--- src/rtl/lpm_counter_arb_if.sv ---
// Request/grant bus between the timing clients and the shared down-counter arbiter.
// master = client side (drives requests), slave = arbiter side.
interface lpm_counter_arb_if #(
  parameter int lpm_width = 8,
  parameter int num_req   = 4,
  parameter int id_width  = 2
);
  logic [num_req-1:0]           req;
  logic [num_req*lpm_width-1:0] req_data;
  logic [num_req-1:0]           gnt;
  logic [num_req-1:0]           done;
  logic                         busy;
  logic [id_width-1:0]          cur_id;
  logic [lpm_width-1:0]         q;

  modport master (
    output req, req_data,
    input  gnt, done, busy, cur_id, q
  );

  modport slave (
    input  req, req_data,
    output gnt, done, busy, cur_id, q
  );
endinterface

--- src/rtl/lpm_counter_arb.sv ---
// Round-robin scheduler sharing one interval down-counter among num_req timing clients.
// Optional macro LPM_COUNTER_ARB_CNT_EN_EN adds a cnt_en input that gates decrements in COUNT.
//
// state | meaning
// IDLE  | no grant; arbitrate among pending requests
// LOAD  | grant issued; load the winner's interval into q
// COUNT | grant held; q decrements toward zero
// DONE  | grant dropped; one-cycle done pulse to the winner
module lpm_counter_arb #(
  parameter int lpm_width = 8,
  parameter int num_req   = 4,
  parameter int id_width  = 2
) (
  input  logic clock,
  input  logic aclr_n,
`ifdef LPM_COUNTER_ARB_CNT_EN_EN
  input  logic cnt_en,
`endif
  lpm_counter_arb_if.slave bus
);

  localparam logic [1:0] ST_IDLE  = 2'd0;
  localparam logic [1:0] ST_LOAD  = 2'd1;
  localparam logic [1:0] ST_COUNT = 2'd2;
  localparam logic [1:0] ST_DONE  = 2'd3;

  logic [1:0]             state;
  logic [id_width-1:0]    cur_id;
  logic [id_width-1:0]    start_idx;
  logic [lpm_width-1:0]   q_r;

  logic [2*num_req-1:0]   req_dbl;
  logic [num_req-1:0]     req_rot;
  logic                   pick_vld;
  int                     pick_sum;
  logic [id_width-1:0]    pick_id;
  logic [id_width-1:0]    next_start;
  logic [lpm_width-1:0]   cur_data;
  logic                   req_own;
  logic                   cnt_step;
  logic [num_req-1:0]     id_onehot;

`ifdef LPM_COUNTER_ARB_CNT_EN_EN
  assign cnt_step = cnt_en;
`else
  assign cnt_step = 1'b1;
`endif

  // Rotate so the search begins at start_idx, then take the lowest set bit.
  assign req_dbl = {bus.req, bus.req};
  assign req_rot = req_dbl[start_idx +: num_req];

  always_comb begin
    pick_vld = 1'b0;
    pick_sum = 0;
    for (int k = 0; k < num_req; k++) begin
      if (!pick_vld && req_rot[k]) begin
        pick_vld = 1'b1;
        pick_sum = int'(start_idx) + k;
      end
    end
    if (pick_sum >= num_req) pick_sum = pick_sum - num_req;
  end

  assign pick_id = id_width'(pick_sum);

  always_comb begin
    if (int'(cur_id) == num_req - 1) next_start = '0;
    else                             next_start = cur_id + id_width'(1);
  end

  always_comb begin
    cur_data = '0;
    for (int i = 0; i < num_req; i++) begin
      if (cur_id == id_width'(i)) cur_data = bus.req_data[i*lpm_width +: lpm_width];
    end
  end

  assign req_own   = bus.req[cur_id];
  assign id_onehot = num_req'(1) << cur_id;

  always_ff @(posedge clock or negedge aclr_n) begin
    if (!aclr_n) begin
      state     <= ST_IDLE;
      cur_id    <= '0;
      start_idx <= '0;
      q_r       <= '0;
    end else begin
      case (state)
        ST_IDLE: begin
          if (pick_vld) begin
            cur_id <= pick_id;
            state  <= ST_LOAD;
          end
        end
        ST_LOAD: begin
          // Abort wins over the load so q keeps its previous value.
          if (!req_own) begin
            state     <= ST_IDLE;
            start_idx <= next_start;
          end else begin
            q_r   <= cur_data;
            state <= (cur_data == '0) ? ST_DONE : ST_COUNT;
          end
        end
        ST_COUNT: begin
          if (!req_own) begin
            state     <= ST_IDLE;
            start_idx <= next_start;
          end else if (cnt_step && q_r != '0) begin
            q_r <= q_r - lpm_width'(1);
            if (q_r == lpm_width'(1)) state <= ST_DONE;
          end
        end
        ST_DONE: begin
          state     <= ST_IDLE;
          start_idx <= next_start;
        end
        default: state <= ST_IDLE;
      endcase
    end
  end

  assign bus.gnt    = (state == ST_LOAD || state == ST_COUNT) ? id_onehot : '0;
  assign bus.done   = (state == ST_DONE) ? id_onehot : '0;
  assign bus.busy   = (state != ST_IDLE);
  assign bus.cur_id = cur_id;
  assign bus.q      = q_r;

endmodule
--- src/flat_wrapper.sv ---
// flat-port wrapper written by rule: the top's interface ports become plain ports
module lpm_counter_arb_flat 
#(
  parameter int lpm_width = 8,
  parameter int num_req   = 4,
  parameter int id_width  = 2
)
  (clock, aclr_n, bus_req, bus_req_data, bus_gnt, bus_done, bus_busy, bus_cur_id, bus_q);
  lpm_counter_arb_if #(.lpm_width(lpm_width), .num_req(num_req), .id_width(id_width)) bus_i ();
  input  logic clock;
  input  logic aclr_n;
  input wire logic [$bits(bus_i.req)-1:0] bus_req;
  input wire logic [$bits(bus_i.req_data)-1:0] bus_req_data;
  output wire logic [$bits(bus_i.gnt)-1:0] bus_gnt;
  output wire logic [$bits(bus_i.done)-1:0] bus_done;
  output wire logic [$bits(bus_i.busy)-1:0] bus_busy;
  output wire logic [$bits(bus_i.cur_id)-1:0] bus_cur_id;
  output wire logic [$bits(bus_i.q)-1:0] bus_q;
  assign bus_i.req = bus_req;
  assign bus_i.req_data = bus_req_data;
  assign bus_gnt = bus_i.gnt;
  assign bus_done = bus_i.done;
  assign bus_busy = bus_i.busy;
  assign bus_cur_id = bus_i.cur_id;
  assign bus_q = bus_i.q;
  lpm_counter_arb #(.lpm_width(lpm_width), .num_req(num_req), .id_width(id_width)) u_core (.clock(clock), .aclr_n(aclr_n), .bus(bus_i));
endmodule
--- config.mk ---
export PLATFORM = sky130hd
export DESIGN_NAME = lpm_counter_arb_flat
export DESIGN_NICKNAME = d
export VERILOG_FILES = /design/src/rtl/lpm_counter_arb_if.sv /design/src/rtl/lpm_counter_arb.sv /design/src/flat_wrapper.sv
export SDC_FILE = /design/constraint.sdc
export NUM_CORES = 1
export LEC_CHECK = 0
export CAP_MARGIN = 5
export CORE_UTILIZATION = 30
export CTS_CLUSTER_DIAMETER = 60
export DETAILED_ROUTE_END_ITERATION = 16
export DONT_BUFFER_PORTS = 1
export GPL_ROUTABILITY_DRIVEN = 0
export GPL_TIMING_DRIVEN = 0
export SLEW_MARGIN = 20
export SYNTH_ARGS = -nofsm -noshare
export SYNTH_HDL_FRONTEND = slang
export SYNTH_SLANG_ARGS = --single-unit
export TNS_END_PERCENT = 30
--- constraint.sdc ---
create_clock -name clock -period 2.2 [get_ports clock]
set_input_delay 0.33 -clock clock [delete_from_list [all_inputs] [get_ports clock]]
set_output_delay 0.33 -clock clock [all_outputs]
set_load 0.005 [all_outputs]
==> results by stage <==
Status:
- The flow ran to the end, but the final reports show violations.
- The final reports fail on design-rule violations.

Worst setup path:
- The critical setup path kind is register to register.
- Along the worst path, the maximum fanout reaches 10.
- The number of cell instances on the worst register-to-register path is 6.
- The data required time at the worst endpoint is between 2 and 2.5 ns.
- The data arrival time of the worst path is 2.21 ns.
- The worst setup path is captured at a register.
- The worst setup path is launched from a register.

Global route:
- The via count of the first global-routing pass came to 1217.
- The number of antenna violations at the first check in global routing is 0.
- The met2 demand-to-capacity share in global routing is 25.2%.
- In the global route stage, met3 resource usage came out at approximately 2.8%.
- The global-route layer with the greatest usage is met2.
- The overall track demand over capacity in global routing is 14.9%.
- The first-pass GRT wire length is between 5000 and 6000 µm.
- The largest net degree at the start of global routing is 15.
- In the global route stage, met1 resource usage came out at 19.2%.
- After global routing the overflow that remains totals 0.

Hold path:
- The type of the worst min-delay path is primary input to register.
- The worst hold path passes through 3 cells.

Finish:
- The final core area utilization is 35.0%.
- The area of all sequential standard cells is ~350 µm².
- The most frequent standard cell in the layout excluding fill and tap cells is sky130_fd_sc_hd__dfrtp_1.
- The fraction of final layout cells sized beyond drive strength 1 is 19.3%.
- In the final layout, the multi-input gates occupy 970 µm².
- The count of inserted antenna diode cells is 0.
- The total number of nets in the final design is 213.
- The area growth from synthesis to layout is 11.6%.
- Counting the fill cells in the layout gives 473.
- The library cells used most frequently in the layout, excluding fill and tap cells, are 12 x sky130_fd_sc_hd__dfrtp_1, 10 x sky130_fd_sc_hd__o21ai_0, 10 x sky130_fd_sc_hd__ha_1, 9 x sky130_fd_sc_hd__nor2_1.

CTS:
- For the worst-skew pair, the clock arrives at the later sink with an insertion delay of 0.25 ns.
- Clock-pin slew was measured on the worst setup and hold paths at 0.06 ns.
- The worst-case clock buffer depth is 2.
- In this run the number of H-tree levels came out at 1.
- The root buffer cell is sky130_fd_sc_hd__clkbuf_8.
- TritonCTS built the clock tree.
- The clock drives 14 sinks.
- The post-CTS setup repair buffer count is 0.
- The number of buffers created by CTS is 3.

Synth:
- The cell area that synthesis handed to floorplanning was 0.00137 mm².
- The cell accounting for the most synthesized area is sky130_fd_sc_hd__dfrtp_1.
- The number of enable-type register cells in the synthesized netlist is 0.
- The proportion of synthesized flip-flops having asynchronous set or reset is 100%.
- The Yosys warning count is 0.
- Dividing the synthesized area by the synthesized cell count gives about 8.6 µm².
- The number of distinct standard cells referenced by the synthesized netlist is 51.
- The share of the Yosys chip area taken by registers is approximately a quarter.
- Synthesis produced a netlist with a net count of 208.
- Synthesis produced a netlist whose cell count is 158.
- For this run, the leading register cell type out of synthesis is sky130_fd_sc_hd__dfrtp_1.
- In the post-synthesis netlist, the biggest area contributors are sky130_fd_sc_hd__dfrtp_1 26%, sky130_fd_sc_hd__ha_1 11%, sky130_fd_sc_hd__and2_1 3.7%.
- The register bit count reported by yosys is 14.
- Of the post-synthesis cell area, the dominant cell type holds about a quarter.

Timing:
- Headroom to the max-slew limit came out at 55.1%.
- Setup repair after global routing left no endpoint under its margin.
- The number of max-slew violations in the final report is 0.
- Dividing the final minimum period by the clock period gives 94.4%.
- The worst path in the final design needs a cycle of 2.08 ns, including I/O delays and setup.
- Derived from the worst setup path, the maximum achievable clock frequency is 481 MHz.
- At the pin with the least slew margin, the transition time is 0.671 ns.
- Setup violations remaining at the end of the flow were counted as 0.
- The hold violation total from the final report is 0.
- The worst setup skew after layout is between 0.002 and 0.003 ns.
- Setup slack on the critical path of the routed design comes to 0.123 ns.

Detailed routing:
- The number of remaining DRC errors is 2.
- The via density per instance is 6.00.
- After the first detailed-routing iteration, the DRC count stood at 85.
- The average wire length per cell after detail routing is between 15 and 20 µm.
- The count of nets left with antenna violations once routing finished came out at 0.
- The number of iterations in the first detailed-routing pass is 10.
- For this block, the via count after detailed routing is 1279.
- The wire length after detailed routing is 3600 µm.

Die:
- In this run the core area contains 24 standard-cell rows.
- From left edge to right edge, the die measures 69.5 µm.
- The die covers 0.00483 mm².
- The vertical extent of the die is between 60 and 70 µm.
- 57 I/O pins were placed.
- The region available for standard cell placement spans roughly 0.0044 mm².
- For this configuration, the core starts out at a cell density of 31.4%.

Pwr:
- Summed over all cells, the static leakage comes to 0.597 nW.
- The power density over cell area is 1720 mW/mm².
- The peak supply drop is between 0.0004 and 0.0005 V.

Placement:
- Detailed placement finished with a half-perimeter wire length of 2860 µm.
- The number of I/O port buffers is 0.
- The post-placement setup slack is -0.0710 ns.

Job:
- The tool flagged a number of max-cap violations equal to 0.
## synth_stat cells (2+ instances only)
| master | number |
|---|---|
| sky130_fd_sc_hd__a211oi_1 | 4 |
| sky130_fd_sc_hd__nand3_1 | 4 |
| sky130_fd_sc_hd__inv_1 | 10 |
| sky130_fd_sc_hd__or3_1 | 2 |
| sky130_fd_sc_hd__nor4_1 | 4 |
| sky130_fd_sc_hd__or4_1 | 2 |
| sky130_fd_sc_hd__nand3b_1 | 3 |
| sky130_fd_sc_hd__nor3_1 | 3 |
| sky130_fd_sc_hd__nand2_1 | 7 |
| sky130_fd_sc_hd__ha_1 | 12 |
| sky130_fd_sc_hd__o2111ai_1 | 2 |
| sky130_fd_sc_hd__o22ai_1 | 7 |
| sky130_fd_sc_hd__a21oi_1 | 6 |
| sky130_fd_sc_hd__a221o_1 | 3 |
| sky130_fd_sc_hd__and2_1 | 8 |
| sky130_fd_sc_hd__buf_2 | 2 |
| sky130_fd_sc_hd__a22oi_1 | 3 |
| sky130_fd_sc_hd__nand2b_1 | 2 |
| sky130_fd_sc_hd__dfrtp_1 | 14 |
| sky130_fd_sc_hd__a211o_1 | 3 |
| sky130_fd_sc_hd__o41ai_1 | 2 |
| sky130_fd_sc_hd__nand4b_1 | 3 |
| sky130_fd_sc_hd__o221ai_1 | 2 |
| sky130_fd_sc_hd__buf_6 | 2 |
| sky130_fd_sc_hd__a221oi_1 | 3 |
| sky130_fd_sc_hd__o21ai_0 | 10 |
| sky130_fd_sc_hd__nor2_1 | 9 |
| sky130_fd_sc_hd__nand4_1 | 3 |
## power by group
group	total, W	leakage (nW)	internal, W	switching (W)
Combinational	0.00179	0.408	0.000811	0.000979
Clock	0.000215	0.0216	0.000121	0.0000936
Sequential	0.000623	0.168	0.000407	0.000216
## flip-flops by register name, indices dropped and copies added (netlist names)
name	cells
u_core.bus.q	8
u_core.start_idx	2
u_core.bus.cur_id	2
u_core.state	2
## final cells by class
type / count / area share (%)
Buffer: 5 / 2.63
Clock buffer: 3 / 2.71
Multi-Input combinational cell: 127 / 63.6
Timing Repair Buffer: 1 / 0.656
Inverter: 11 / 3.04
Sequential cell: 14 / 23.1
Tap cell: 52 / 4.27
## per-layer routing
layer  wire length, µm  share of wire [%]
met1              1620                 45
met2              1680                 47
met3               250                6.9
met4                50                1.4
met5                 0                  0
## cell families (layout without fill, tap and decap cells)
| group | count (synthesis) | after routing | share of synthesized area [%] |
|---|---|---|---|
| AND/OR/NAND/NOR | 58 | 58 | 24.7 |
| adder cells (fa/ha/maj) | 12 | 12 | 11.0 |
| buffers and inverters | 17 | 20 | 6.23 |
| multiplexers | 3 | 3 | 3.20 |
| AO/OA/AOI/OAI | 54 | 54 | 29.2 |
| flip-flops | 14 | 14 | 25.6 |
## critical path, stage by stage, from the launching register on
cell and delay, ns:
sky130_fd_sc_hd__dfrtp_2 0.45, sky130_fd_sc_hd__mux4_2 0.63, sky130_fd_sc_hd__o211ai_2 0.23, sky130_fd_sc_hd__o21a_4 0.21, sky130_fd_sc_hd__buf_6 0.15, sky130_fd_sc_hd__o31ai_2 0.07
sky130_fd_sc_hd__a211o_1 0.23
## path summary, 6_finish.rpt
path	startpoint	end	slack, ns
min	bus_req[0]	u_core.bus.cur_id[0]	0.28
min in group asynchronous	aclr_n	u_core.bus.q[5]	0.56
max in group asynchronous	aclr_n	u_core.bus.cur_id[1]	1.17
min reg2reg	u_core.bus.cur_id[1]	u_core.bus.cur_id[1]	0.58
max reg2reg	u_core.bus.cur_id[0]	u_core.bus.q[3]	0.12
max	u_core.bus.cur_id[0]	u_core.bus.q[3]	0.12
## stage by stage
step / instances / hold WS, ns / setup TNS, ns / cell area (µm²) / power [W]
6_report: 213 / 0.284 / 0 / 1530 / 0.00263
5_1_grt: 213 / 0.309 / 0 / 1530 / 0.00289
4_1_cts: 214 / 0.284 / 0 / 1500 / 0.00260
3_5_place_dp: 210 / 0.0346 / -0.0710 / 1430 / 0.00235
2_1_floorplan: 158 / 0.0344 / 0 / 1370 / 0.00197
3_3_place_gp: 210 / 0.0347 / -0.0536 / 1430 / 0.00235
## what timing repair did
action	CTS	global route
pin swaps	0	1
resized for setup	4	10
cloned	0	0
hold buffers	1	0
setup endpoints to repair	1	2
endpoints found under the hold margin	14	0
Note: power is estimated with default switching activity, not from simulation.
